`config.mk`:
```
export PLATFORM = sky130hd
export DESIGN_NAME = score_display_mux_flat
export DESIGN_NICKNAME = d
export VERILOG_FILES = /design/src/rtl/score_display_mux_if.sv /design/src/rtl/score_display_mux.sv /design/src/flat_wrapper.sv
export SDC_FILE = /design/constraint.sdc
export NUM_CORES = 1
export LEC_CHECK = 0
export CORE_ASPECT_RATIO = 0.9
export CORE_MARGIN = 4
export CORE_UTILIZATION = 65
export CTS_CLUSTER_DIAMETER = 200
export DETAILED_ROUTE_END_ITERATION = 12
export DONT_BUFFER_PORTS = 1
export PLACE_DENSITY = 0.81
export SLEW_MARGIN = 20
export SYNTH_ARGS = -nofsm -noshare
export SYNTH_HDL_FRONTEND = slang
export SYNTH_SLANG_ARGS = --single-unit
export TNS_END_PERCENT = 5
```
`constraint.sdc`:
```
create_clock -name clk -period 3.4 [get_ports clk]
set_input_delay 0.51 -clock clk [delete_from_list [all_inputs] [get_ports clk]]
set_output_delay 0.51 -clock clk [all_outputs]
set_load 0.1 [all_outputs]
```
`src/rtl/score_display_mux_if.sv`:
```
// Load/convert handshake bundle for score_display_mux.
// master drives value+load; slave returns busy+overflow.
interface score_display_mux_if #(
  parameter int BIN_W = 16
);
  logic [BIN_W-1:0] value;
  logic             load;
  logic             busy;
  logic             overflow;

  modport master (
    output value,
    output load,
    input  busy,
    input  overflow
  );

  modport slave (
    input  value,
    input  load,
    output busy,
    output overflow
  );
endinterface

```
`src/rtl/score_display_mux.sv`:
```
// Binary score -> BCD (double-dabble) -> multiplexed 7-seg display.
// Ports: clk, reset (sync, active-high), bus (slave), an, seg, dp.
module score_display_mux #(
  parameter int NUM_DIGITS    = 4,
  parameter int BIN_W         = 16,
  parameter int REFRESH_DIV   = 100000,
  parameter int BLANK_LEADING = 1
) (
  input  logic                  clk,
  input  logic                  reset,
  score_display_mux_if.slave    bus,
  output logic [NUM_DIGITS-1:0] an,
  output logic [6:0]            seg,
  output logic                  dp
);

  localparam int SW = 4 * NUM_DIGITS;
  localparam int CW = $clog2(BIN_W + 1);
  localparam int RW = $clog2(REFRESH_DIV);
  localparam int IW = (NUM_DIGITS > 1) ? $clog2(NUM_DIGITS) : 1;

  localparam logic [1:0] IDLE    = 2'd0;
  localparam logic [1:0] CONVERT = 2'd1;
  localparam logic [1:0] COMMIT  = 2'd2;

  localparam logic [CW-1:0] CNT_LAST = CW'(BIN_W - 1);
  localparam logic [RW-1:0] REF_LAST = RW'(REFRESH_DIV - 1);
  localparam logic [IW-1:0] IDX_LAST = IW'(NUM_DIGITS - 1);

  localparam logic [NUM_DIGITS-1:0] AN_RST = ~(NUM_DIGITS'(1));

  localparam logic [6:0] SEG_ZERO  = 7'b0000001;
  localparam logic [6:0] SEG_DASH  = 7'b1111110;
  localparam logic [6:0] SEG_BLANK = 7'b1111111;

  logic [1:0]       state;
  logic [BIN_W-1:0] cap;
  logic [CW-1:0]    cnt;
  logic [SW-1:0]    scratch;
  logic [SW-1:0]    adj;
  logic             pend;
  logic [SW-1:0]    disp;
  logic             ovf;

  logic [RW-1:0]    rcnt;
  logic [IW-1:0]    idx;

  logic [NUM_DIGITS-1:0] zero_above;
  logic [3:0]            cur;
  logic                  blank;
  logic [NUM_DIGITS-1:0] nxt_an;
  logic [6:0]            nxt_seg;

  function automatic logic [6:0] seg_of(
    input logic [3:0] d
  );
    logic [6:0] s;
    case (d)
      4'd0:    s = 7'b0000001;
      4'd1:    s = 7'b1001111;
      4'd2:    s = 7'b0010010;
      4'd3:    s = 7'b0000110;
      4'd4:    s = 7'b1001100;
      4'd5:    s = 7'b0100100;
      4'd6:    s = 7'b0100000;
      4'd7:    s = 7'b0001111;
      4'd8:    s = 7'b0000000;
      4'd9:    s = 7'b0000100;
      default: s = SEG_BLANK;
    endcase
    return s;
  endfunction

  // Add-3 correction ahead of the shift.
  always_comb begin
    adj = scratch;
    for (int k = 0; k < NUM_DIGITS; k++) begin
      if (scratch[4*k +: 4] >= 4'd5)
        adj[4*k +: 4] = scratch[4*k +: 4] + 4'd3;
    end
  end

  always_ff @(posedge clk) begin
    if (reset) begin
      state   <= IDLE;
      cap     <= '0;
      cnt     <= '0;
      scratch <= '0;
      pend    <= 1'b0;
      disp    <= '0;
      ovf     <= 1'b0;
    end else begin
      case (state)
        IDLE: begin
          if (bus.load) begin
            cap     <= bus.value;
            cnt     <= '0;
            scratch <= '0;
            pend    <= 1'b0;
            state   <= CONVERT;
          end
        end
        CONVERT: begin
          // A 1 leaving the top nibble means the
          // value needs more digits than we have.
          scratch <= {adj[SW-2:0], cap[BIN_W-1]};
          pend    <= pend | adj[SW-1];
          cap     <= cap << 1;
          cnt     <= cnt + 1'b1;
          if (cnt == CNT_LAST)
            state <= COMMIT;
        end
        COMMIT: begin
          disp  <= scratch;
          ovf   <= pend;
          state <= IDLE;
        end
        default: state <= IDLE;
      endcase
    end
  end

  always_ff @(posedge clk) begin
    if (reset) begin
      rcnt <= '0;
      idx  <= '0;
    end else if (rcnt == REF_LAST) begin
      rcnt <= '0;
      if (idx == IDX_LAST)
        idx <= '0;
      else
        idx <= idx + 1'b1;
    end else begin
      rcnt <= rcnt + 1'b1;
    end
  end

  // zero_above[k]: digits k..top are all zero.
  always_comb begin
    logic all_zero;
    all_zero   = 1'b1;
    zero_above = '0;
    for (int k = NUM_DIGITS - 1; k >= 0; k--) begin
      all_zero      = all_zero & (disp[4*k +: 4] == 4'd0);
      zero_above[k] = all_zero;
    end
  end

  always_comb begin
    cur   = disp[4*idx +: 4];
    blank = (BLANK_LEADING != 0) && !ovf
            && (idx != '0) && zero_above[idx];
    nxt_an = '1;
    if (!blank)
      nxt_an[idx] = 1'b0;
    if (ovf)
      nxt_seg = SEG_DASH;
    else if (blank)
      nxt_seg = SEG_BLANK;
    else
      nxt_seg = seg_of(cur);
  end

  always_ff @(posedge clk) begin
    if (reset) begin
      an  <= AN_RST;
      seg <= SEG_ZERO;
    end else begin
      an  <= nxt_an;
      seg <= nxt_seg;
    end
  end

  assign bus.busy     = (state != IDLE);
  assign bus.overflow = ovf;
  assign dp           = 1'b1;

endmodule

```
`src/flat_wrapper.sv`:
```
// flat-port wrapper written by rule: the top's interface ports become plain ports
module score_display_mux_flat 
#(
  parameter int NUM_DIGITS    = 4,
  parameter int BIN_W         = 16,
  parameter int REFRESH_DIV   = 100000,
  parameter int BLANK_LEADING = 1
)
  (clk, reset, an, seg, dp, bus_value, bus_load, bus_busy, bus_overflow);
  score_display_mux_if #(.BIN_W(BIN_W)) bus_i ();
  input  logic clk;
  input  logic reset;
  output logic [NUM_DIGITS-1:0] an;
  output logic [6:0] seg;
  output logic dp;
  input wire logic [$bits(bus_i.value)-1:0] bus_value;
  input wire logic [$bits(bus_i.load)-1:0] bus_load;
  output wire logic [$bits(bus_i.busy)-1:0] bus_busy;
  output wire logic [$bits(bus_i.overflow)-1:0] bus_overflow;
  assign bus_i.value = bus_value;
  assign bus_i.load = bus_load;
  assign bus_busy = bus_i.busy;
  assign bus_overflow = bus_i.overflow;
  score_display_mux #(.NUM_DIGITS(NUM_DIGITS), .BIN_W(BIN_W), .REFRESH_DIV(REFRESH_DIV), .BLANK_LEADING(BLANK_LEADING)) u_core (.clk(clk), .reset(reset), .bus(bus_i), .an(an), .seg(seg), .dp(dp));
endmodule
```
==> impl_metrics.py, run 1 <==
metrics = {
    "power": {
        "p_comb_share_pct": 5.3,
        "seqPwrFrac_pct": 56.6,
        "pwr-share-clk_pct": 38.1,
        "internal-power_mw": 1.423,
        "p_leak_nw": 1.627,
        "swShare_pct": 24.20,
        "power.density_nw_per_um2": 430.3,
        "power_switching_uw": 454.1,
        "ir_drop_v": 0.0003582,
    },
    "clocking": {
        "clk_pin_slew_ns": 0.09,
        "cts_inserted_buffers": 9,
        "cts_buffer_depth": 2,
        "root_buffer": "clkbuf_8",
        "cts_sinks": 87,
        "cts_hold_buf": 0,
        "clock_latency_ns": 0.35,
        "cts_tree": "built",
        "postCtsSetupRepairBufs": 0,
        "cts_resized": 0,
        "htree_levels": 3,
    },
    "die": {
        "rows": 27,
        "start_util_pct": 67.78,
        "coreArea_um2": 6182,
        "boundaryPins": 33,
        "die-area_um2": 7797,
        "die_w_um": 92.64,
        "die_height_um": 84.17,
    },
    "timing": {
        "rsz0062_at_grt": "no",
        "setup_tns_ns": 0,
        "finalClockSkew_ns": 0.009632,
        "fin_ws_ns": 1.261,
        "finalMaxSlewViolations": 0,
        "tightest_slew_ns": 0.9427,
        "holdWs_ns": 0.2163,
        "max_freq_mhz": 467.5,
        "finalCritPeriodShare_pct": 62.91,
        "period_needed_ns": 2.139,
        "finalHoldViolations": 0,
        "relSlewSlack_pct": 37.07,
        "finalSetupViolCount": 0,
    },
    "route": {
        "routed_wl_um": 7844,
        "final_antenna_net_count": 0,
        "wl_per_cell_um": 13.16,
        "drc": 0,
        "first_iter_violations": 203,
        "first_pass_iters": 5,
        "via_per_inst": 5.597,
        "vias": 3336,
    },
    "synthesis": {
        "syn_area_per_cell_um2": 8.027,
        "synthSimpleGateAreaFrac_pct": 25.47,
        "ys_seq_area_share_pct": 41.56,
        "synth_fa_ha_area_share_pct": 6.569,
        "synth_area_leaders": "dfxtp_1 42%, nor2_1 8.5%, ha_1 6.6%, a21oi_1 6.3%, nand2_1 5.3%",
        "synth_edf_count": 0,
        "ys_async_sr_fraction_pct": 0,
        "synthMuxAreaShare_pct": 3.553,
        "synth_compound_area_share_pct": 12.60,
        "synth_fp_nets": 563,
        "synth_cell_types": 43,
        "synthCells": 522,
        "yosysTopAreaCell": "dfxtp_1",
        "synth_top_family_by_area": "simple AND/OR/NAND/NOR gates",
        "syn_area_um2": 4190,
        "synth-main-ff-cell": "dfxtp_1",
        "synth_top_area_share_pct": 41.56,
        "synth_xor_area_share_pct": 4.598,
        "synth-seq-cells": 87,
        "ys_warn_count": 0,
    },
    "placement": {
        "hpwlAfterDp_um": 5218,
        "io_buffer_count": 0,
        "pre_cts_ws_ns": 1.290,
        "gp_congestion": 0.8349,
        "dpl_cell_area_um2": 4160,
    },
    "grt": {
        "antenna_found_initial": 0,
        "grt_pass1_wl_um": 13310,
        "grt.total_usage_pct": 20.62,
        "grt_pass1_vias": 3017,
        "grt-ovfl-total": 0,
        "grt_max_degree": 71,
    },
    "final_layout": {
        "antennaDiodeCount": 0,
        "fin_area_um2": 4362,
        "finalNetCount": 545,
        "syn_to_final_growth_pct": 4.091,
        "drive_above_1_share_pct": 6.287,
    },
    "critical_path": {
        "max_stage_delay_ns": 0.72,
        "crit_type": "reg2out",
        "crit_fanout": 40,
        "slowest_stage": "dfxtp_2",
        "cp-start-kind": "flop",
        "crit_required_ns": 2.89,
        "cp_num_buf_inv": 0,
        "critical_path.top_delay_family": "flip-flops",
        "cp-end-kind": "output pin",
        "arrival_ns": 1.63,
        "cp_cell_sequence": "or2_2",
    },
    "hold_path": {
        "worstHoldPathType": "in2reg",
    },
    "run_status": {
        "outcome": "finished, final reports clean",
    },
    "run": {
        "cap_viol_max_count": 0,
    },
}
power by group through the flow:
| stage | clock [mW] | combinational, mW | sequential, mW |
|---|---|---|---|
| 2_1_floorplan | 0 | 0.111 | 1.08 |
| 3_3_place_gp | 0 | 0.0979 | 1.08 |
| 3_5_place_dp | 0 | 0.100 | 1.08 |
| 4_1_cts | 0.733 | 0.101 | 1.06 |
| 5_1_grt | 0.775 | 0.114 | 1.07 |
| 6_report | 0.715 | 0.100 | 1.06 |
per-stage QoR:
| stage | std cells | total power, mW | utilization, % |
|---|---|---|---|
| 2_1_floorplan | 522 | 1.186 | - |
| 3_3_place_gp | 580 | 1.181 | 67.29 |
| 3_5_place_dp | 580 | 1.185 | 67.29 |
| 4_1_cts | 596 | 1.894 | 70.49 |
| 5_1_grt | 596 | 1.954 | 70.55 |
| 6_report | 596 | 1.877 | 70.55 |
placed cells by master, fill, tap and decap left out, types with 8 or more instances in the layout:
master    netlist  routed
nor2b_1        16      15
dfxtp_1        87      86
clkbuf_8        0       9
nand2_1        59      59
nand3_1        13      13
nor2_1         95      95
nor3_1         23      23
a21oi_1        53      53
ha_1           22      22
inv_1          17      17
xnor2_1        15      15
a22oi_1         8       8
o21ai_0        16      16
per-layer routing:
layer  part of all wire (%)  GRT usage (%)
met1                     48          27.18
met2                     47          33.27
met3                    3.5          5.735
met4                    1.3          5.992
met5                      0              0
layout make-up:
class | count | area, um2
well taps | 87 | 108.9
inverters | 17 | 63.81
flip-flops and latches | 87 | 1743
fillers | 509 | 1821
clock inverters | 6 | 70.07
multi-input cells | 385 | 2218
repair buffers | 4 | 30.03
clock buffers | 10 | 127.6
state kept, by name, indices dropped and copies added, names as in the netlist:
register             count
u_core.scratch          16
u_core.disp             16
u_core.seg               7
u_core.state             2
u_core.pend              1
u_core.cnt               5
u_core.rcnt             17
u_core.bus.overflow      1
u_core.an                4
u_core.cap              16
u_core.idx               2
cells in the mapped netlist, drive strengths merged (3+ instances only):
master and count:
a21oi 53, o211ai 3, dfxtp 87, nor2 95
mux4 3, a22oi 8, o21ai 16, nor2b 16
a211oi 3, xnor2 15, xor2 7, nand4 4
mux2i 7, nor4 4, or2 3, inv 17
nand3 13, buf 9, nor3 24, ha 22
a21o 4, and3 7, a32oi 3, nand2b 7
nand2 59, clkbuf 24
worst paths after layout:
| kind | startpoint | to | slack, ns | cells after the start |
|---|---|---|---|---|
| max reg2reg | u_core.idx[0]$_SDFFE_PP0P_ | u_core.seg[3]$_SDFF_PP0_ | 1.28 | 6 |
| max | u_core.state[0]$_SDFFE_PP0P_ | bus_busy | 1.26 | 1 |
| min | reset | u_core.an[0]$_SDFF_PP0_ | 0.22 | 1 |
| min reg2reg | u_core.disp[6]$_SDFFE_PP0N_ | u_core.disp[6]$_SDFFE_PP0N_ | 0.47 | 2 |
cells by family after synthesis:
logic type | Yosys count
flip-flops | 87
multiplexers | 11
AO/OA/AOI/OAI | 92
buffers and inverters | 50
adder cells (fa/ha/maj) | 22
AND/OR/NAND/NOR | 237
XOR/XNOR | 22
other | 1
No activity file was read; power rests on OpenSTA's default activity.
==> inputs of run 2 (changes only) <==
ABC_AREA = 1   (was not set)
CORE_UTILIZATION = 57   (was 65)
PLACE_DENSITY = 0.75   (was 0.81)
clock period = 1.9 ns   (was 3.4 ns; I/O delays follow)
==> run 2 against run 1 <==
Die area up 13%; critical path type is now reg2reg; first-iteration DRC count rose by 3.9%; largest power group unchanged; flip-flop and latch count unchanged.
==> impl_metrics.py, run 2 <==
metrics = {
    "route": {
        "final_antenna_net_count": 0,
        "first_pass_iters": 4,
        "routed_wl_um": 8426,
        "wl_per_cell_um": 12.52,
        "vias": 3615,
        "first_iter_violations": 211,
        "via_per_inst": 5.371,
        "drc": 0,
    },
    "clocking": {
        "clk_pin_slew_ns": 0.09,
        "cts_hold_buf": 2,
        "cts_inserted_buffers": 9,
        "postCtsSetupRepairBufs": 0,
        "root_buffer": "clkbuf_8",
        "cts_sinks": 87,
        "cts_buffer_depth": 2,
        "cts_tree": "built",
        "clock_latency_ns": 0.36,
        "cts_resized": 0,
        "htree_levels": 3,
    },
    "die": {
        "boundaryPins": 33,
        "die_height_um": 89.39,
        "die_w_um": 98.43,
        "start_util_pct": 58.99,
        "coreArea_um2": 7112,
        "rows": 29,
        "die-area_um2": 8799,
    },
    "final_layout": {
        "antennaDiodeCount": 0,
        "final_common_cell": "nand2_1",
        "largest_reg_flops": 17,
        "syn_to_final_growth_pct": 9.395,
        "drive_above_1_share_pct": 11.72,
        "final_cell_mix": "119 x nand2_1, 87 x dfxtp_1, 61 x a21oi_1, 56 x nor2_1, 52 x inv_1",
        "finalNetCount": 616,
        "fin_area_um2": 4589,
        "fin_util_pct": 64.53,
        "largest_register": "u_core.rcnt",
    },
    "placement": {
        "hpwlAfterDp_um": 6023,
        "pre_cts_ws_ns": 0.2748,
        "gp_congestion": 0.8711,
        "io_buffer_count": 0,
        "dpl_cell_area_um2": 4373,
    },
    "grt": {
        "grt_pass1_wl_um": 14320,
        "grt_pass1_vias": 3282,
        "antenna_found_initial": 0,
        "grt_max_degree": 34,
        "grt-ovfl-total": 0,
        "grt.total_usage_pct": 19.79,
    },
    "power": {
        "pwr-share-clk_pct": 36.7,
        "internal-power_mw": 2.433,
        "p_total_mw": 3.336,
        "power.density_nw_per_um2": 726.9,
        "seqPwrFrac_pct": 56.4,
        "p_comb_share_pct": 6.9,
        "power_switching_uw": 903.2,
        "p_leak_nw": 1.868,
        "ir_drop_v": 0.0005430,
        "swShare_pct": 27.08,
    },
    "timing": {
        "finalSetupViolCount": 0,
        "max_freq_mhz": 611.7,
        "setup_tns_ns": 0,
        "period_needed_ns": 1.635,
        "finalHoldViolations": 0,
        "finalMaxSlewViolations": 0,
        "finalCritPeriodShare_pct": 86.04,
        "rsz0062_at_grt": "no",
        "fin_ws_ns": 0.2653,
        "finalClockSkew_ns": 0.01381,
    },
    "critical_path": {
        "rr_worst_depth": 10,
        "arrival_ns": 1.89,
        "crit_required_ns": 2.16,
        "critPathLaunch": "u_core.idx[0]$_SDFFE_PP0P_",
        "r2r_setup_slack_ns": 0.27,
        "max_stage_delay_ns": 0.35,
        "cp_common_cell": "nor2_1",
        "timing.rr.end": "u_core.seg[3]$_SDFF_PP0_",
        "cp-end-kind": "flop",
        "cp-start-kind": "flop",
        "cp_num_buf_inv": 2,
        "crit_fanout": 12,
        "cp_cell_sequence": "buf_4 -> nand2_1 -> nand3_1 -> nand2_1 -> ha_1 -> inv_1 -> nor2_1 -> nor2_1 -> nor2_1 -> nor2_1",
        "critical_path.top_delay_family": "simple AND/OR/NAND/NOR gates",
        "crit_type": "reg2reg",
        "slowest_stage": "dfxtp_1",
        "r2r-start": "u_core.idx[0]$_SDFFE_PP0P_",
    },
    "synthesis": {
        "ys_warn_count": 0,
        "syn_area_per_cell_um2": 7.465,
        "synth_edf_count": 0,
        "synth_area_leaders": "dfxtp_1 42%, nand2_1 11%, a21oi_1 7.3%, ha_1 6.6%, nor2_1 5.0%",
        "synth-main-ff-cell": "dfxtp_1",
        "synth_fp_nets": 603,
        "synth_top_area_share_pct": 41.52,
        "yosysTopAreaCell": "dfxtp_1",
        "synthMostInstantiatedCell": "nand2_1",
        "synthCells": 562,
        "syn_area_um2": 4195,
        "ys_seq_area_share_pct": 41.52,
        "synth_cell_types": 36,
        "synth-seq-cells": 87,
        "ys_async_sr_fraction_pct": 0,
        "ys_top_cells_by_count": "119 x nand2_1, 87 x dfxtp_1, 61 x a21oi_1",
    },
    "hold_path": {
        "min-delay-start": "reset",
        "whs_path_depth": 1,
        "hold_path_end": "u_core.cnt[4]$_SDFFE_PP0P_",
        "worstHoldPathType": "in2reg",
    },
    "run_status": {
        "outcome": "finished, final reports clean",
    },
    "run": {
        "cap_viol_max_count": 0,
    },
}
-- run 2: cell count changes after synthesis, moves of 8 or more --
| cell | previous run | this run |
|---|---|---|
| clkbuf_1 | 24 | 7 |
| nand2_1 | 59 | 119 |
| nor2_1 | 95 | 56 |
| o21ai_0 | 16 | 36 |
| nor2b_1 | 16 | 0 |
| nor3_1 | 23 | 6 |
| a21oi_1 | 53 | 61 |
| nand3_1 | 13 | 31 |
| xnor2_1 | 15 | 1 |
| inv_1 | 17 | 52 |
-- run 2: layer usage --
metal / vias to the layer above / track usage, % / wire, um
li1: 1872 / - / -
met1: 1666 / 24.01 / 3928
met2: 64 / 34.99 / 3986
met3: 13 / 4.524 / 386
met4: 0 / 6.824 / 125
met5: - / 0 / 0
-- run 2: cell families (layout without fill, tap and decap cells) --
group	Yosys count	after routing	synth area share [%]
AO/OA/AOI/OAI	120	120	15.99
XOR/XNOR	5	5	1.044
adder cells (fa/ha/maj)	22	22	6.561
buffers and inverters	80	98	8.082
flip-flops	87	87	41.52
other	1	1	0.08939
AND/OR/NAND/NOR	247	247	26.72
-- run 2: layout make-up --
type	count	area (um2)
clock buffer	9	123.9
timing repair buffer	22	205.2
clock inverter	7	62.56
inverter	60	225.2
sequential	87	1742
multi-input combinational	395	2115
tap	93	116.4
fill	603	2522
-- run 2: power groups by stage --
stage / registers, mW / logic [mW] / clock network [mW]
5_1_grt: 1.89 / 0.251 / 1.34
4_1_cts: 1.88 / 0.229 / 1.26
2_1_floorplan: 1.92 / 0.180 / 0
6_report: 1.88 / 0.229 / 1.22
3_5_place_dp: 1.92 / 0.211 / 0
3_3_place_gp: 1.92 / 0.206 / 0
-- run 2: worst register-to-register path: stages (launching register included) --
cell	delay [ns]
dfxtp_1	0.35
buf_4	0.18
nand2_1	0.08
nand3_1	0.09
nand2_1	0.15
ha_1	0.33
inv_1	0.04
nor2_1	0.13
nor2_1	0.07
nor2_1	0.10
nor2_1	0.04
-- run 2: how the worst max path moves through the flow --
stage,end,cells after the start
2_1_floorplan,u_core.seg[1]$_SDFF_PP0_,7
5_1_grt,u_core.seg[3]$_SDFF_PP0_,10
4_1_cts,u_core.seg[3]$_SDFF_PP0_,10
3_5_place_dp,u_core.seg[3]$_SDFF_PP0_,10
3_3_place_gp,u_core.seg[3]$_SDFF_PP0_,10
6_report,u_core.seg[3]$_SDFF_PP0_,10
-- run 2: stage by stage --
step                std cells  hold WS (ns)
detailed placement        655        0.3602
CTS                       673       0.02399
global placement          655        0.3594
finish                    673       0.03884
global route              673       0.03756
floorplan                 562        0.4175
==> inputs of run 3 (changes only) <==
ABC_AREA = not set   (was 1)
BUFFER_PORTS_ARGS = -buffer_cell sky130_fd_sc_hd__buf_2   (was not set)
CORE_UTILIZATION = 54   (was 57)
DONT_BUFFER_PORTS = not set   (was 1)
PLACE_DENSITY = 0.76   (was 0.75)
==> run 3 against run 2 <==
Sequential power is essentially flat; non-clock buffer count is 26 higher; cell area increased by 3.0%; utilization fell by 1.9 points; largest cell class unchanged; highest routed layer unchanged.
==> impl_metrics.py, run 3 (same netlist as run 1, synthesis figures left out) <==
metrics = {
    "final_layout": {
        "drive_above_1_share_pct": 14.67,
        "largest_register": "u_core.rcnt",
        "final_common_cell": "nor2_1",
        "multi_input_comb_area_um2": 2267,
        "final_cells": 648,
        "largest_reg_flops": 17,
        "final_cell_mix": "95 x nor2_1, 85 x dfxtp_1, 58 x nand2_1, 51 x a21oi_1, 30 x buf_2",
        "antennaDiodeCount": 0,
        "finalNetCount": 589,
        "syn_to_final_growth_pct": 12.84,
        "num-fill-cells": 650,
        "regArea_um2": 1747,
        "fin_util_pct": 62.67,
    },
    "timing": {
        "fin_ws_ns": 0.04838,
        "period_needed_ns": 1.852,
        "rsz0062_at_grt": "yes",
        "relSlewSlack_pct": 58.49,
        "finalSetupViolCount": 0,
        "finalClockSkew_ns": 0.006312,
        "max_freq_mhz": 540.1,
        "finalHoldViolations": 0,
        "tightest_slew_ns": 0.6214,
        "finalMaxSlewViolations": 0,
        "finalCritPeriodShare_pct": 97.45,
        "setup_tns_ns": 0,
    },
    "clocking": {
        "cts_tree": "built",
        "cts_sinks": 87,
        "cts_inserted_buffers": 9,
        "clk_pin_slew_ns": 0.08,
        "root_buffer": "clkbuf_8",
        "htree_levels": 3,
        "clock_latency_ns": 0.35,
        "cts_buffer_depth": 2,
        "cts_hold_buf": 0,
    },
    "power": {
        "ir_drop_v": 0.0003424,
        "power.density_nw_per_um2": 744.9,
        "p_total_mw": 3.522,
        "p_leak_nw": 1.850,
    },
    "grt": {
        "grt_pass1_wl_um": 14060,
        "antenna_found_initial": 0,
        "grt.total_usage_pct": 18.79,
        "grt_max_degree": 34,
        "grt-ovfl-total": 0,
        "grt_pass1_vias": 3192,
    },
    "run_status": {
        "outcome": "finished, final reports clean",
    },
    "die": {
        "coreArea_um2": 7545,
        "rows": 30,
        "start_util_pct": 55.54,
        "die-area_um2": 9235,
        "die_w_um": 100.9,
        "die_height_um": 91.57,
        "boundaryPins": 33,
    },
    "critical_path": {
        "crit_required_ns": 2.13,
        "arrival_ns": 2.08,
        "cp-start-kind": "flop",
        "crit_fanout": 3,
        "crit_type": "reg2reg",
        "cp-end-kind": "flop",
    },
    "placement": {
        "io_buffer_count": 31,
        "hpwlAfterDp_um": 5452,
        "pre_cts_ws_ns": 0.03203,
        "place_inst": 629,
        "gp_congestion": 0.8051,
    },
    "route": {
        "final_antenna_net_count": 0,
        "drc": 0,
        "first_iter_violations": 167,
        "vias": 3444,
        "via_per_inst": 5.315,
        "wl_per_cell_um": 12.68,
        "routed_wl_um": 8217,
        "first_pass_iters": 4,
    },
    "hold_path": {
        "worstHoldPathType": "in2reg",
    },
    "run": {
        "cap_viol_max_count": 0,
    },
}
run 3: cell types whose count changed in the layout (fill, tap and decap cells not counted), moves of 14 or more:
cell / change
xnor2_1: +14
nand2_1: -61
nor3_1: +17
nand3_1: -18
o21ai_0: -20
nor2b_1: +16
buf_2: +30
inv_1: -37
nor2_1: +39
run 3: layout make-up:
| type | instances | share of cell area [%] |
|---|---|---|
| repair buffers | 48 | 6.642 |
| flip-flops and latches | 87 | 36.94 |
| inverters | 17 | 1.429 |
| clock buffers | 12 | 3.070 |
| multi-input cells | 385 | 47.95 |
| well taps | 96 | 2.540 |
| clock inverters | 3 | 1.429 |
run 3: routing by layer:
layer / GRT usage [%] / share of wire [%]
met1: 23.87 / 47
met2: 30.32 / 49
met3: 5.914 / 3.5
met4: 5.612 / 1.1
met5: 0 / 0
run 3: report_power, final:
part	internal, mW	switching [mW]	total (mW)
clock	0.771	0.608	1.38
combinational	0.0988	0.158	0.257
sequential	1.86	0.0265	1.89
run 3: final timing paths:
path	start	endpoint	slack, ns	cells after the start
worst max register to register	u_core.idx[0]$_SDFFE_PP0P_	u_core.seg[0]$_SDFF_PP1_	0.05	7
worst max-delay path	u_core.idx[0]$_SDFFE_PP0P_	u_core.seg[0]$_SDFF_PP1_	0.05	7
worst min register to register	u_core.rcnt[0]$_SDFF_PP0_	u_core.rcnt[0]$_SDFF_PP0_	0.47	1
worst min-delay path	reset	u_core.an[0]$_SDFF_PP0_	0.28	2
run 3: repair_timing:
action	CTS	global route
gates resized for setup	0	15
endpoints found under the setup margin	0	10
setup buffers	0	4
run 3: per-stage QoR:
step           hold slack [ns]  area, um2
5_1_grt                 0.2718       4728
3_5_place_dp            0.4554       4422
3_3_place_gp            0.4427       4422
6_report                0.2814       4728
2_1_floorplan           0.4296       4190
4_1_cts                 0.2438       4634
run 3: critical path, cell delays in order (launching register included):
cell	delay, ns
dfxtp_4	0.36
buf_4	0.13
mux4_2	0.54
ha_1	0.22
nand2_1	0.06
o21ai_0	0.09
a211oi_1	0.24
o21bai_1	0.09
